===== src/rtl/jtdsp16_wsel_if.sv =====
// Register-write bus between the instruction decoder and the write selector.
// The master drives write requests; the slave returns the per-bank strobes and status.
interface jtdsp16_wsel_if;
  logic        cen;
  logic        wr_en;
  logic [2:0]  wsel;
  logic [15:0] wdata;
  logic        pio_ack;
  logic        clr_tout;
  logic        stall;
  logic        we_yaau;
  logic        we_xaau;
  logic        we_dau;
  logic        we_pio;
  logic        we_if;
  logic        w_sub;
  logic [15:0] w_data;
  logic        pio_tout;

  modport master (
    output cen, wr_en, wsel, wdata, pio_ack, clr_tout,
    input  stall, we_yaau, we_xaau, we_dau, we_pio, we_if, w_sub, w_data, pio_tout
  );

  modport slave (
    input  cen, wr_en, wsel, wdata, pio_ack, clr_tout,
    output stall, we_yaau, we_xaau, we_dau, we_pio, we_if, w_sub, w_data, pio_tout
  );
endinterface


===== src/rtl/jtdsp16_wsel.sv =====
// Register write selector: decodes a select/data write into one-hot bank strobes,
// holding PIO writes until the slow peripheral acknowledges or the wait times out.
module jtdsp16_wsel #(
  parameter int PIO_TOUT = 16,
  parameter int CNTW     = 5
) (
  input  logic           clk,
  input  logic           rst,
  jtdsp16_wsel_if.slave  bus
);

  typedef enum logic {ST_IDLE, ST_WAIT} state_t;

  localparam logic [CNTW-1:0] CNT_LAST = CNTW'(PIO_TOUT - 1);

  // Strobe vector bit order: {yaau, xaau, dau, pio, if}
  localparam logic [4:0] STB_YAAU = 5'b10000;
  localparam logic [4:0] STB_XAAU = 5'b01000;
  localparam logic [4:0] STB_DAU  = 5'b00100;
  localparam logic [4:0] STB_PIO  = 5'b00010;
  localparam logic [4:0] STB_IF   = 5'b00001;

  state_t          state_q, state_d;
  logic [CNTW-1:0] cnt_q, cnt_d;
  logic [4:0]      strb_q, strb_d;
  logic            sub_q, sub_d;
  logic [15:0]     data_q, data_d;
  logic            tout_q, tout_d;

  always_ff @(posedge clk or posedge rst) begin
    if (rst) begin
      state_q <= ST_IDLE;
      cnt_q   <= '0;
      strb_q  <= '0;
      sub_q   <= 1'b0;
      data_q  <= '0;
      tout_q  <= 1'b0;
    end else begin
      state_q <= state_d;
      cnt_q   <= cnt_d;
      strb_q  <= strb_d;
      sub_q   <= sub_d;
      data_q  <= data_d;
      tout_q  <= tout_d;
    end
  end

  always_comb begin
    state_d = state_q;
    cnt_d   = cnt_q;
    strb_d  = strb_q;
    sub_d   = sub_q;
    data_d  = data_q;
    tout_d  = tout_q;
    if (bus.cen) begin
      // Clear first so that a timeout on the same edge sets the flag again
      if (bus.clr_tout) tout_d = 1'b0;
      case (state_q)
        ST_IDLE: begin
          strb_d = '0;
          if (bus.wr_en) begin
            sub_d  = bus.wsel[0];
            data_d = bus.wdata;
            case (bus.wsel)
              3'b000, 3'b001: strb_d = STB_YAAU;
              3'b010, 3'b011: strb_d = STB_XAAU;
              3'b100, 3'b101: strb_d = STB_DAU;
              3'b110:         strb_d = STB_IF;
              default: begin
                strb_d  = STB_PIO;
                state_d = ST_WAIT;
                cnt_d   = '0;
              end
            endcase
          end
        end
        default: begin
          if (bus.pio_ack) begin
            state_d = ST_IDLE;
            strb_d  = '0;
          end else if (cnt_q == CNT_LAST) begin
            state_d = ST_IDLE;
            strb_d  = '0;
            tout_d  = 1'b1;
          end else begin
            cnt_d = cnt_q + CNTW'(1);
          end
        end
      endcase
    end
  end

  assign bus.stall    = (state_q == ST_WAIT);
  assign bus.we_yaau  = strb_q[4];
  assign bus.we_xaau  = strb_q[3];
  assign bus.we_dau   = strb_q[2];
  assign bus.we_pio   = strb_q[1];
  assign bus.we_if    = strb_q[0];
  assign bus.w_sub    = sub_q;
  assign bus.w_data   = data_q;
  assign bus.pio_tout = tout_q;

endmodule


===== src/flat_wrapper.sv =====
// flat-port wrapper written by rule: the top's interface ports become plain ports
module jtdsp16_wsel_flat 
#(
  parameter int PIO_TOUT = 16,
  parameter int CNTW     = 5
)
  (clk, rst, bus_cen, bus_wr_en, bus_wsel, bus_wdata, bus_pio_ack, bus_clr_tout, bus_stall, bus_we_yaau, bus_we_xaau, bus_we_dau, bus_we_pio, bus_we_if, bus_w_sub, bus_w_data, bus_pio_tout);
  jtdsp16_wsel_if bus_i ();
  input  logic clk;
  input  logic rst;
  input wire logic [$bits(bus_i.cen)-1:0] bus_cen;
  input wire logic [$bits(bus_i.wr_en)-1:0] bus_wr_en;
  input wire logic [$bits(bus_i.wsel)-1:0] bus_wsel;
  input wire logic [$bits(bus_i.wdata)-1:0] bus_wdata;
  input wire logic [$bits(bus_i.pio_ack)-1:0] bus_pio_ack;
  input wire logic [$bits(bus_i.clr_tout)-1:0] bus_clr_tout;
  output wire logic [$bits(bus_i.stall)-1:0] bus_stall;
  output wire logic [$bits(bus_i.we_yaau)-1:0] bus_we_yaau;
  output wire logic [$bits(bus_i.we_xaau)-1:0] bus_we_xaau;
  output wire logic [$bits(bus_i.we_dau)-1:0] bus_we_dau;
  output wire logic [$bits(bus_i.we_pio)-1:0] bus_we_pio;
  output wire logic [$bits(bus_i.we_if)-1:0] bus_we_if;
  output wire logic [$bits(bus_i.w_sub)-1:0] bus_w_sub;
  output wire logic [$bits(bus_i.w_data)-1:0] bus_w_data;
  output wire logic [$bits(bus_i.pio_tout)-1:0] bus_pio_tout;
  assign bus_i.cen = bus_cen;
  assign bus_i.wr_en = bus_wr_en;
  assign bus_i.wsel = bus_wsel;
  assign bus_i.wdata = bus_wdata;
  assign bus_i.pio_ack = bus_pio_ack;
  assign bus_i.clr_tout = bus_clr_tout;
  assign bus_stall = bus_i.stall;
  assign bus_we_yaau = bus_i.we_yaau;
  assign bus_we_xaau = bus_i.we_xaau;
  assign bus_we_dau = bus_i.we_dau;
  assign bus_we_pio = bus_i.we_pio;
  assign bus_we_if = bus_i.we_if;
  assign bus_w_sub = bus_i.w_sub;
  assign bus_w_data = bus_i.w_data;
  assign bus_pio_tout = bus_i.pio_tout;
  jtdsp16_wsel #(.PIO_TOUT(PIO_TOUT), .CNTW(CNTW)) u_core (.clk(clk), .rst(rst), .bus(bus_i));
endmodule

===== config.mk =====
export PLATFORM = sky130hd
export DESIGN_NAME = jtdsp16_wsel_flat
export DESIGN_NICKNAME = d
export VERILOG_FILES = /design/src/rtl/jtdsp16_wsel_if.sv /design/src/rtl/jtdsp16_wsel.sv /design/src/flat_wrapper.sv
export SDC_FILE = /design/constraint.sdc
export NUM_CORES = 1
export LEC_CHECK = 0
export ABC_AREA = 1
export BUFFER_PORTS_ARGS = -buffer_cell sky130_fd_sc_hd__buf_2
export CAP_MARGIN = 20
export CORE_MARGIN = 8
export CORE_UTILIZATION = 45
export CTS_BUF_LIST = sky130_fd_sc_hd__clkbuf_4 sky130_fd_sc_hd__clkbuf_8 sky130_fd_sc_hd__clkbuf_16
export CTS_CLUSTER_SIZE = 20
export DETAILED_ROUTE_END_ITERATION = 6
export GPL_TIMING_DRIVEN = 0
export HOLD_SLACK_MARGIN = 0.1
export PLACE_DENSITY = 0.71
export SLEW_MARGIN = 10
export SYNTH_ARGS = -nofsm -noshare
export SYNTH_HDL_FRONTEND = slang
export SYNTH_SLANG_ARGS = --single-unit

===== constraint.sdc =====
create_clock -name clk -period 2.07 [get_ports clk]
set_input_delay 0.414 -clock clk [delete_from_list [all_inputs] [get_ports clk]]
set_output_delay 0.414 -clock clk [all_outputs]
set_load 0.01 [all_outputs]

==> results of run 1 <==
[flip-flops by register name, indices dropped and copies added, names as in the netlist]
register and count:
u_core.bus.w_data 16, u_core.bus.w_sub 1, u_core.cnt_q 5, u_core.strb_q 5
u_core.bus.pio_tout 1, u_core.bus.stall 1
[layout by cell type, fill, tap and decap left out, types with 2 or more instances in the layout]
cell type and count:
ha_1 2, nand4_1 2, nand2_4 2, bufinv_16 2, o21ai_1 4, inv_1 8, buf_6 2, nand2_1 58
clkbuf_4 5, nand3_1 22, buf_2 49, o21ai_0 7, dfrtp_1 29, nor2_1 5
[final cells by class]
type | count | area share, %
Tap cell | 31 | 2.27
Clock buffer | 5 | 2.20
Timing Repair Buffer | 48 | 15.4
Buffer | 5 | 2.13
Multi-Input combinational cell | 106 | 29.3
Sequential cell | 29 | 42.6
Inverter | 10 | 2.35
Clock inverter | 3 | 3.82
[path summary, 6_finish.rpt]
path	end	slack (ns)	startpoint	cells after the start
min reg2reg	u_core.bus.w_data[7]	0.47	u_core.bus.w_data[7]	2
min in group clk	u_core.bus.w_data[9]	0.31	bus_wdata[9]	3
min	u_core.bus.w_data[6]	0.10	rst	2
max reg2reg	u_core.cnt_q[4]	0.37	u_core.cnt_q[0]	10
max in group asynchronous	u_core.strb_q[0]	1.52	rst	3
max	u_core.cnt_q[4]	0.37	u_core.cnt_q[0]	10
[through the flow]
step / setup WS, ns / power, mW
after floorplan: 0.553 / 0.948
after global placement: 0.435 / 1.08
after detailed placement: 0.386 / 1.10
after CTS: 0.353 / 1.68
after global routing: 0.221 / 1.76
final: 0.366 / 1.66
[worst max-delay path, stage by stage (launching register included)]
cell     delay, ns
dfrtp_1       0.44
ha_1          0.23
nand2_1       0.09
nor2_1        0.05
ha_1          0.19
inv_1         0.06
nand2_1       0.10
nand2_1       0.12
nand3_2       0.17
nand2_1       0.10
o21ai_1       0.06
[metal layers]
metal  share of wire, %  global-route usage, %
met2                 49                   21.4
met4                1.1                   5.13
met3                8.6                   7.30
met1                 41                   14.3
met5                  0                      0
[cell families after synthesis]
| kind of cell | after synthesis |
|---|---|
| flip-flops | 29 |
| buffers and inverters | 15 |
| AND/OR/NAND/NOR | 91 |
| adder cells (fa/ha/maj) | 2 |
| AO/OA/AOI/OAI | 13 |
[where the power goes]
group	switching [mW]	total, mW	internal (mW)
Combinational	0.201	0.349	0.148
Clock	0.196	0.570	0.374
Sequential	0.0739	0.742	0.668
==> results.md, run 1 <==
- Clk Latency, worst-skew pair: between 0.3 and 0.4 ns
- Hold_ws: just over 0.1 ns
- Worst min path class: input pin to async pin
- Largest net degree at the start of global routing: 30
- Die Ht: roughly 70 um
- Yosys top cell by area: dfrtp_1
- Synth cell types: 19
- Pwr Density: 974 nW/um^2
- Multi-input logic area: 499 um^2
- Layout cell share with drive strength beyond 1: 32.5%
- Area share of fa/ha/maj cells after synthesis: under 10%
- Syn_nets: ~180
- Synth Flop Type: dfrtp_1
- DRT antenna net count: 0
- Most common cell in the synthesized netlist: nand2_1
- Leading cell types by count after synthesis: 58 x nand2_1, 29 x dfrtp_1, 22 x nand3_1, 8 x inv_1, 7 x o21ai_0
- Number of synthesis warnings: 0
- Crit path time final: 1.70 ns
- Synthesized area: about 1300 um^2
- Seq/Total Area, Yosys: between 50% and 60%
- Fill cells: about 250
- Seq cells post-synth: 29
- Max_slew headroom: between 60% and 70%
- EDFF count, synth: 0
- Top cells by area, synth: dfrtp_1 56%, nand2_1 17%, nand3_1 8.5%
- Post_cts resized: 0
- Cell row count: 19
- Max Slew Vio Count: 0
- Starting Density: between 40% and 50%
- Boundary pin count: around 50
- Total CTS buffers: 5
- Finished Core Util: 61.8%
- RSZ-0062 raised after global routing: false
- Gate Count Post-Synth: 150
- Avg Vias per Cell: ~4.9
- TritonCTS clock tree: done
- Non-Filler Instances: about 240
- 1st-iter DRT viols: 45
- Vias: around 1200
- Clock slew at reported path FFs: approximately 0.090 ns
- Hold Vio Cnt, Final: 0
- Initial antenna violation count: 0
- Area growth syn-to-layout: 31.1%
- Register Area: roughly 730 um^2
- Status: finished clean
- DR DRC count: 0
- Max Cap Viol: 0
- PortBufs: between 40 and 50
- CP max FO: 8
- Synthesized area per cell: just under 9 um^2
- Post-DP HPWL: ~2400 um
- Fin crit share: ~80%
- Fmax: between 500 and 600 MHz
- Total Routing Usage GR: approximately an eighth
- Final worst clock skew: about 0.0078 ns
- First-pass GRT wire length: 5310 um
- Setup Viol. Count Final: 0
- CP required: between 2 and 2.5 ns
- Dpl cells: ~230
- VDD IR-drop max: roughly 710 uV
- Final nets: around 230
- Area share of the largest cell type after synthesis: between 50% and 60%
- Router iterations before antenna repair: 4
- Synth async-reset ratio: between 90% and 100%
- Final RePlAce weighted congestion: 0.792
- Post-CTS Setup Bufs: 0
- GRT overflow: 0
- Worst Path Arrival: 1.92 ns
- TritonCTS Sinks: 29
- Setup CP Type: flip-flop to flip-flop
- Area post-placement: about 1600 um^2
- Synth Area in XOR/XNOR: 0%
- # diodes: 0
- Synth Area in Compound Gates: around 5.9%
- Die area: 4870 um^2
- Critical Path Source Type: flip-flop
- Vias in the first global route: 1169
- Fin area: between 1500 and 2000 um^2
- CTS Root Cell: clkbuf_4
- Die X: between 60 and 70 um
- Multiplexer area fraction after synthesis: 0%
- WL final: 3100 um
- CP Capture Type: flip-flop
- CTS hold repair buffers: 0
- CTS max path bufs: 2
- Setup tns final: 0 ns
- Leak pwr: around 0.96 nW
- Core area: between 2000 and 3000 um^2
- Area share of and/or/nand/nor cells after synthesis: between 30% and 40%
- Worst-Margin Slew: 0.504 ns
- Routed len/inst: 13.1 um
- Largest family of logic cells by synthesized area: simple AND/OR/NAND/NOR gates
- CTS H-tree lvls: 2
(Power assumes the default switching activity.)
==> inputs of run 2 (changes only) <==
Settings changed: CORE_UTILIZATION 45 to 43.
Clock period 2.07 ns to 1.4 ns, I/O delays scaled along.
==> run 2 against run 1 <==
  * The flow now finishes with violations (negative setup slack)
  * Clock skew is 0.0040 ns higher
  * Register-to-register slack worse by 0.44 ns
  * Worst setup slack worse by 0.44 ns
  * Total power is 35% higher
  * Critical path type unchanged
  * Largest power group unchanged
==> results.md, run 2 (same netlist as run 1, synthesis figures left out) <==
- Status: finished, violations left (was finished clean)
- Failing checks: negative setup slack
- GRT overflow: 0 (unchanged)
- Setup CP Type: flip-flop to flip-flop (unchanged)
- Post-DP HPWL: 2460 um (was 2440 um)
- Routed len/inst: 13.8 um (was 13.1 um)
- CTS max path bufs: 2 (unchanged)
- Max Cap Viol: 0 (unchanged)
- Starting Density: 44.1% (was 47.2%)
- DRT antenna net count: 0 (unchanged)
- Final worst clock skew: 0.0118 ns (was 0.00784 ns)
- Die X: 71.0 um (was 69.8 um)
- Leak pwr: 0.956 nW (about the same)
- Final RePlAce weighted congestion: 0.783 (was 0.792)
- Worst min path class: input pin to flip-flop (was input pin to async pin)
- RSZ-0062 raised after global routing: true (was false)
- Die area: 5040 um^2 (was 4870 um^2)
- Worst-Margin Slew: 0.447 ns (was 0.504 ns)
- Router iterations before antenna repair: 4 (unchanged)
- Core area: 2950 um^2 (was 2760 um^2)
- Total CTS buffers: 5 (unchanged)
- Vias in the first global route: 1188 (was 1169)
- Setup Viol. Count Final: 11 (was 0)
- Layout cell share with drive strength beyond 1: 39.8% (was 32.5%)
- Register Area: 727 um^2 (was 726 um^2)
- Setup tns final: -0.578 ns (was 0 ns)
- Fin area: 1750 um^2 (was 1710 um^2)
- Pwr Density: 1280 nW/um^2 (was 974 nW/um^2)
- Initial antenna violation count: 0 (unchanged)
- WL final: 3380 um (was 3100 um)
- Worst Path Arrival: 1.69 ns (was 1.92 ns)
- Clk Latency, worst-skew pair: 0.33 ns (about the same)
- CP required: 1.62 ns (was 2.29 ns)
- VDD IR-drop max: 672 uV (was 710 uV)
- CP Capture Type: flip-flop (unchanged)
- First-pass GRT wire length: 5440 um (was 5310 um)
- CTS H-tree lvls: 2 (unchanged)
- Largest net degree at the start of global routing: 30 (unchanged)
- Critical Path Source Type: flip-flop (unchanged)
- Commonest non-fill, non-tap cell in the layout: nand2_1 (unchanged)
- Die Ht: 71.0 um (was 69.8 um)
- Pre-CTS setup slack: -0.148 ns (was 0.386 ns)
- Crit path time final: 1.47 ns (was 1.70 ns)
- CTS Root Cell: clkbuf_4 (unchanged)
- Total Routing Usage GR: 13.7% (was 13.3%)
- Max_slew headroom: 70.2% (was 66.3%)
- Clock slew at reported path FFs: 0.10 ns (was 0.09 ns)
- Boundary pin count: 49 (unchanged)
- Avg Vias per Cell: 5.07 (was 4.90)
- Final nets: 237 (was 232)
- Multi-input logic area: 554 um^2 (was 499 um^2)
- CP max FO: 8 (unchanged)
- Fmax: 679 MHz (was 587 MHz)
- Final WS setup: -0.0736 ns (was 0.366 ns)
- PortBufs: 47 (unchanged)
- TritonCTS clock tree: done (unchanged)
- Vias: 1238 (was 1162)
- Cell row count: 20 (was 19)
- 1st-iter DRT viols: 85 (was 45)
- Max Slew Vio Count: 0 (unchanged)
- TritonCTS Sinks: 29 (unchanged)
- Hold Vio Cnt, Final: 0 (unchanged)
- # diodes: 0 (unchanged)
- Fin crit share: 105% (was 82.3%)
- Largest register FFs: 16 (unchanged)
- Area post-placement: 1600 um^2 (was 1580 um^2)
- Commonest non-fill, non-tap cells in the layout: 52 x nand2_1, 49 x buf_2, 28 x dfrtp_1, 22 x nand3_1, 7 x o21ai_1 (was 58 x nand2_1, 49 x buf_2, 29 x dfrtp_1, 22 x nand3_1, 8 x inv_1)
- FF-to-FF setup slack: -0.07 ns (was 0.37 ns)
- DR DRC count: 0 (unchanged)
- Fill cells: 279 (was 249)
- Area growth syn-to-layout: 34.4% (was 31.1%)
==> run 2: cell types whose count changed in the layout (fill, tap and decap cells not counted), moves of 2 or more <==
cell / previous run / this run
buf_4: 0 / 3
nor2_2: 0 / 2
ha_1: 2 / 0
nor2_1: 5 / 3
o21ai_2: 0 / 2
o21ai_1: 4 / 7
nand2_4: 2 / 4
o21ai_0: 7 / 3
inv_1: 8 / 6
nand2_1: 58 / 52
ha_2: 0 / 2
bufinv_16: 2 / 0
nand2_2: 0 / 4
==> run 2: cell type report <==
cell class	count	area share, %
flip-flops and latches	29	41.6
repair buffers	52	16.9
inverters	10	2.29
clock buffers	6	2.58
multi-input cells	107	31.7
well taps	33	2.36
plain buffers	5	2.07
clock inverters	2	0.572
==> run 2: critical path, stage by stage (launching register included) <==
cell and delay, ns:
dfrtp_1 0.40, ha_2 0.19, nand2_2 0.07, nor2_2 0.04, ha_2 0.17, inv_2 0.06
nand2_4 0.08, nand2_4 0.09, nand3_4 0.12, nand2_2 0.09, o21ai_2 0.05
==> run 2: timing repair <==
| action | in CTS | in global routing |
|---|---|---|
| gates resized for setup | 6 | 7 |
| pin swaps | 6 | 5 |
| buffers inserted | 2 | 1 |
| hold buffers | 0 | 1 |
| gates cloned | 0 | 1 |
| hold endpoints to repair | 0 | 7 |
| setup endpoints to repair | 11 | 15 |
==> run 2: per-stage QoR <==
stage	hold slack, ns	util [%]	total power [mW]	cells
floorplan	0.358	-	1.41	150
global placement	0.448	54.2	1.61	230
detailed placement	0.453	54.2	1.65	230
CTS	0.156	57.1	2.22	240
global route	0.167	59.2	2.39	244
finish	0.169	59.2	2.24	244
==> run 2: routing by layer <==
metal  track usage (%)  routed length (um)  vias up
li1                  -                   -      612
met1              14.9                1440      581
met2              22.2                1600       40
met3              6.92                 286        5
met4              5.54                  48        0
met5                 0                   0        -
==> run 2: power breakdown <==
part           internal (mW)  total (mW)  switching (mW)
Clock                  0.210       0.507           0.296
Sequential             0.988        1.08          0.0945
Combinational          0.291       0.656           0.365
Total                   1.49        2.24           0.756
==> run 2: worst paths after layout <==
path                                         endpoint                 start  cells after the start
min in group asynchronous        u_core.bus.w_data[5]                   rst                      3
worst max-delay path                  u_core.cnt_q[0]       u_core.cnt_q[0]                     10
max in group asynchronous        u_core.bus.w_data[8]                   rst                      4
worst min register to register   u_core.bus.w_data[8]  u_core.bus.w_data[8]                      2
worst max register to register        u_core.cnt_q[0]       u_core.cnt_q[0]                     10
worst min-delay path            u_core.bus.w_data[15]         bus_wdata[15]                      3
==> inputs of run 3 (changes only) <==
Settings changed: BUFFER_PORTS_ARGS -buffer_cell sky130_fd_sc_hd__buf_2 to -buffer_cell sky130_fd_sc_hd__buf_4, CORE_UTILIZATION 43 to 25, PLACE_DENSITY 0.71 to 0.45, RECOVER_POWER set to 100.
==> run 3 against run 2 <==
  * The run still ends with negative setup slack left
  * First-iteration DRC count decreased by 29%
  * Via count decreased by 1.5%
  * Clock power increased by 33%
  * Critical path depth unchanged
  * Largest cell class unchanged
  * Highest routed layer unchanged
==> results.md, run 3 (same netlist as run 1, synthesis figures left out) <==
- Max Cap Viol: 0 (unchanged)
- Starting Density: 25.6% (was 44.1%)
- Max_slew headroom: 67.8% (was 70.2%)
- CTS H-tree lvls: 2 (unchanged)
- CP max FO: 8 (unchanged)
- WL final: 3730 um (was 3380 um)
- Pwr Density: 1290 nW/um^2 (was 1280 nW/um^2)
- Post-DP HPWL: 2800 um (was 2460 um)
- Finished Core Util: 36.5% (was 59.2%)
- Die X: 88.1 um (was 71.0 um)
- Final worst clock skew: 0.00644 ns (was 0.0118 ns)
- Max Slew Vio Count: 0 (unchanged)
- Total CTS buffers: 5 (unchanged)
- FF-to-FF setup slack: -0.06 ns (was -0.07 ns)
- Layout cell share with drive strength beyond 1: 29.4% (was 39.8%)
- VDD IR-drop max: 484 uV (was 672 uV)
- Fill cells: 575 (was 279)
- FF-to-FF Start: u_core.cnt_q[1] (was u_core.cnt_q[0])
- CTS Root Cell: clkbuf_8 (was clkbuf_4)
- Vias in the first global route: 1236 (was 1188)
- Final WS setup: -0.0630 ns (was -0.0736 ns)
- Fin crit share: 104% (was 105%)
- RSZ-0062 raised after global routing: true (unchanged)
- Router iterations before antenna repair: 3 (was 4)
- Reg2reg end: u_core.cnt_q[1] (was u_core.cnt_q[0])
- Die area: 7770 um^2 (was 5040 um^2)
- Status: finished, violations left (unchanged)
- Clk Latency, worst-skew pair: 0.28 ns (was 0.33 ns)
- Critical hold path startpoint: bus_wdata[2] (was bus_wdata[15])
- Power Total: 2.39 mW (was 2.24 mW)
- Cell row count: 26 (was 20)
- TritonCTS clock tree: done (unchanged)
- Boundary pin count: 49 (unchanged)
- Worst min path class: input pin to flip-flop (unchanged)
- Commonest non-fill, non-tap cells in the layout: 53 x nand2_1, 29 x buf_4, 28 x dfrtp_1, 24 x clkbuf_1, 22 x nand3_1 (was 52 x nand2_1, 49 x buf_2, 28 x dfrtp_1, 22 x nand3_1, 7 x o21ai_1)
- Hold Vio Cnt, Final: 0 (unchanged)
- # diodes: 0 (unchanged)
- Hold path endpoint: u_core.bus.w_data[2] (was u_core.bus.w_data[15])
- Largest register FFs: 16 (unchanged)
- Leak pwr: 0.913 nW (was 0.956 nW)
- PortBufs: 47 (unchanged)
- Failing checks: negative setup slack (unchanged)
- Die Ht: 88.1 um (was 71.0 um)
- Worst Path Arrival: 1.62 ns (was 1.69 ns)
- Commonest non-fill, non-tap cell in the layout: nand2_1 (unchanged)
- CTS max path bufs: 2 (unchanged)
- TritonCTS Sinks: 29 (unchanged)
- Core area: 5070 um^2 (was 2950 um^2)
- Critical Path Source Type: flip-flop (unchanged)
- First-pass GRT wire length: 6010 um (was 5440 um)
- R2R depth: 10 (unchanged)
- Fmax: 684 MHz (was 679 MHz)
- Routed len/inst: 13.1 um (was 13.8 um)
- Worst-Margin Slew: 0.483 ns (was 0.447 ns)
- Clock slew at reported path FFs: 0.06 ns (was 0.10 ns)
- Avg Vias per Cell: 4.29 (was 5.07)
- Worst hold stages: 3 (unchanged)
- Final RePlAce weighted congestion: 0.732 (was 0.783)
- Setup CP Type: flip-flop to flip-flop (unchanged)
- Crit path time final: 1.46 ns (was 1.47 ns)
- Final nets: 240 (was 237)
- Total Routing Usage GR: 10.1% (was 13.7%)
- Largest net degree at the start of global routing: 21 (was 30)
- Area growth syn-to-layout: 42.4% (was 34.4%)
- GRT overflow: 0 (unchanged)
- DR DRC count: 0 (unchanged)
- Hold_ws: 0.235 ns (was 0.169 ns)
- DRT antenna net count: 0 (unchanged)
- 1st-iter DRT viols: 60 (was 85)
- Initial antenna violation count: 0 (unchanged)
- CP required: 1.56 ns (was 1.62 ns)
- Setup Viol. Count Final: 10 (was 11)
- Vias: 1219 (was 1238)
- CP Capture Type: flip-flop (unchanged)
-- run 3: worst max path at each step --
stage / slack (ns) / start / to / depth (start not counted)
after floorplan: 0.005 / u_core.cnt_q[0] / u_core.cnt_q[0] / 10
after global placement: -0.11 / u_core.cnt_q[0] / u_core.bus.stall / 9
after global routing: -0.16 / u_core.cnt_q[1] / u_core.cnt_q[1] / 10
after CTS: -0.07 / u_core.cnt_q[1] / u_core.cnt_q[4] / 10
final: -0.06 / u_core.cnt_q[1] / u_core.cnt_q[1] / 10
after detailed placement: -0.14 / u_core.cnt_q[0] / u_core.bus.stall / 9
-- run 3: where the power goes --
group	switching (mW)	internal [mW]
clock network	0.313	0.363
logic	0.353	0.269
registers	0.100	0.991
total	0.765	1.62
-- run 3: layer usage --
| metal | part of all wire [%] | global-route usage, % |
|---|---|---|
| met2 | 45 | 15.5 |
| met1 | 47 | 12.2 |
| met3 | 7.3 | 4.13 |
| met4 | 0.67 | 4.30 |
| met5 | 0 | 0 |
-- run 3: repair_timing --
action	in CTS	in global routing
setup endpoints to repair	11	21
gates cloned	1	0
gates resized for setup	7	4
hold buffers	1	0
setup buffers	4	2
pin swaps	10	4
hold endpoints to repair	9	0
-- run 3: cell type report --
class                           count  area, um^2  area share [%]
Sequential cell                    29         727            39.2
Timing Repair Buffer               55         329            17.8
Buffer                              5        36.3            1.96
Multi-Input combinational cell    107         547            29.5
Inverter                           10        40.0            2.16
Tap cell                           70        87.6            4.73
Clock inverter                      2        10.0           0.540
Clock buffer                        6        76.3            4.12
-- run 3: per-stage QoR --
step	cells	setup WS (ns)	area, um^2	TNS (ns)
after floorplan	150	0.00488	1320	0
after detailed placement	268	-0.141	1790	-1.32
final	284	-0.0630	1850	-0.385
after global routing	284	-0.157	1850	-1.95
after global placement	267	-0.105	1760	-0.956
after CTS	282	-0.0675	1940	-0.471
-- run 3: worst max-delay path, cell delays in order, from the launching register on --
cell	delay, ns
dfrtp_1	0.39
ha_2	0.18
nand2_2	0.08
nor2_2	0.04
ha_2	0.17
inv_2	0.06
nand2_4	0.08
nand2_4	0.08
nand3_4	0.12
nand2_1	0.10
nand2_1	0.05
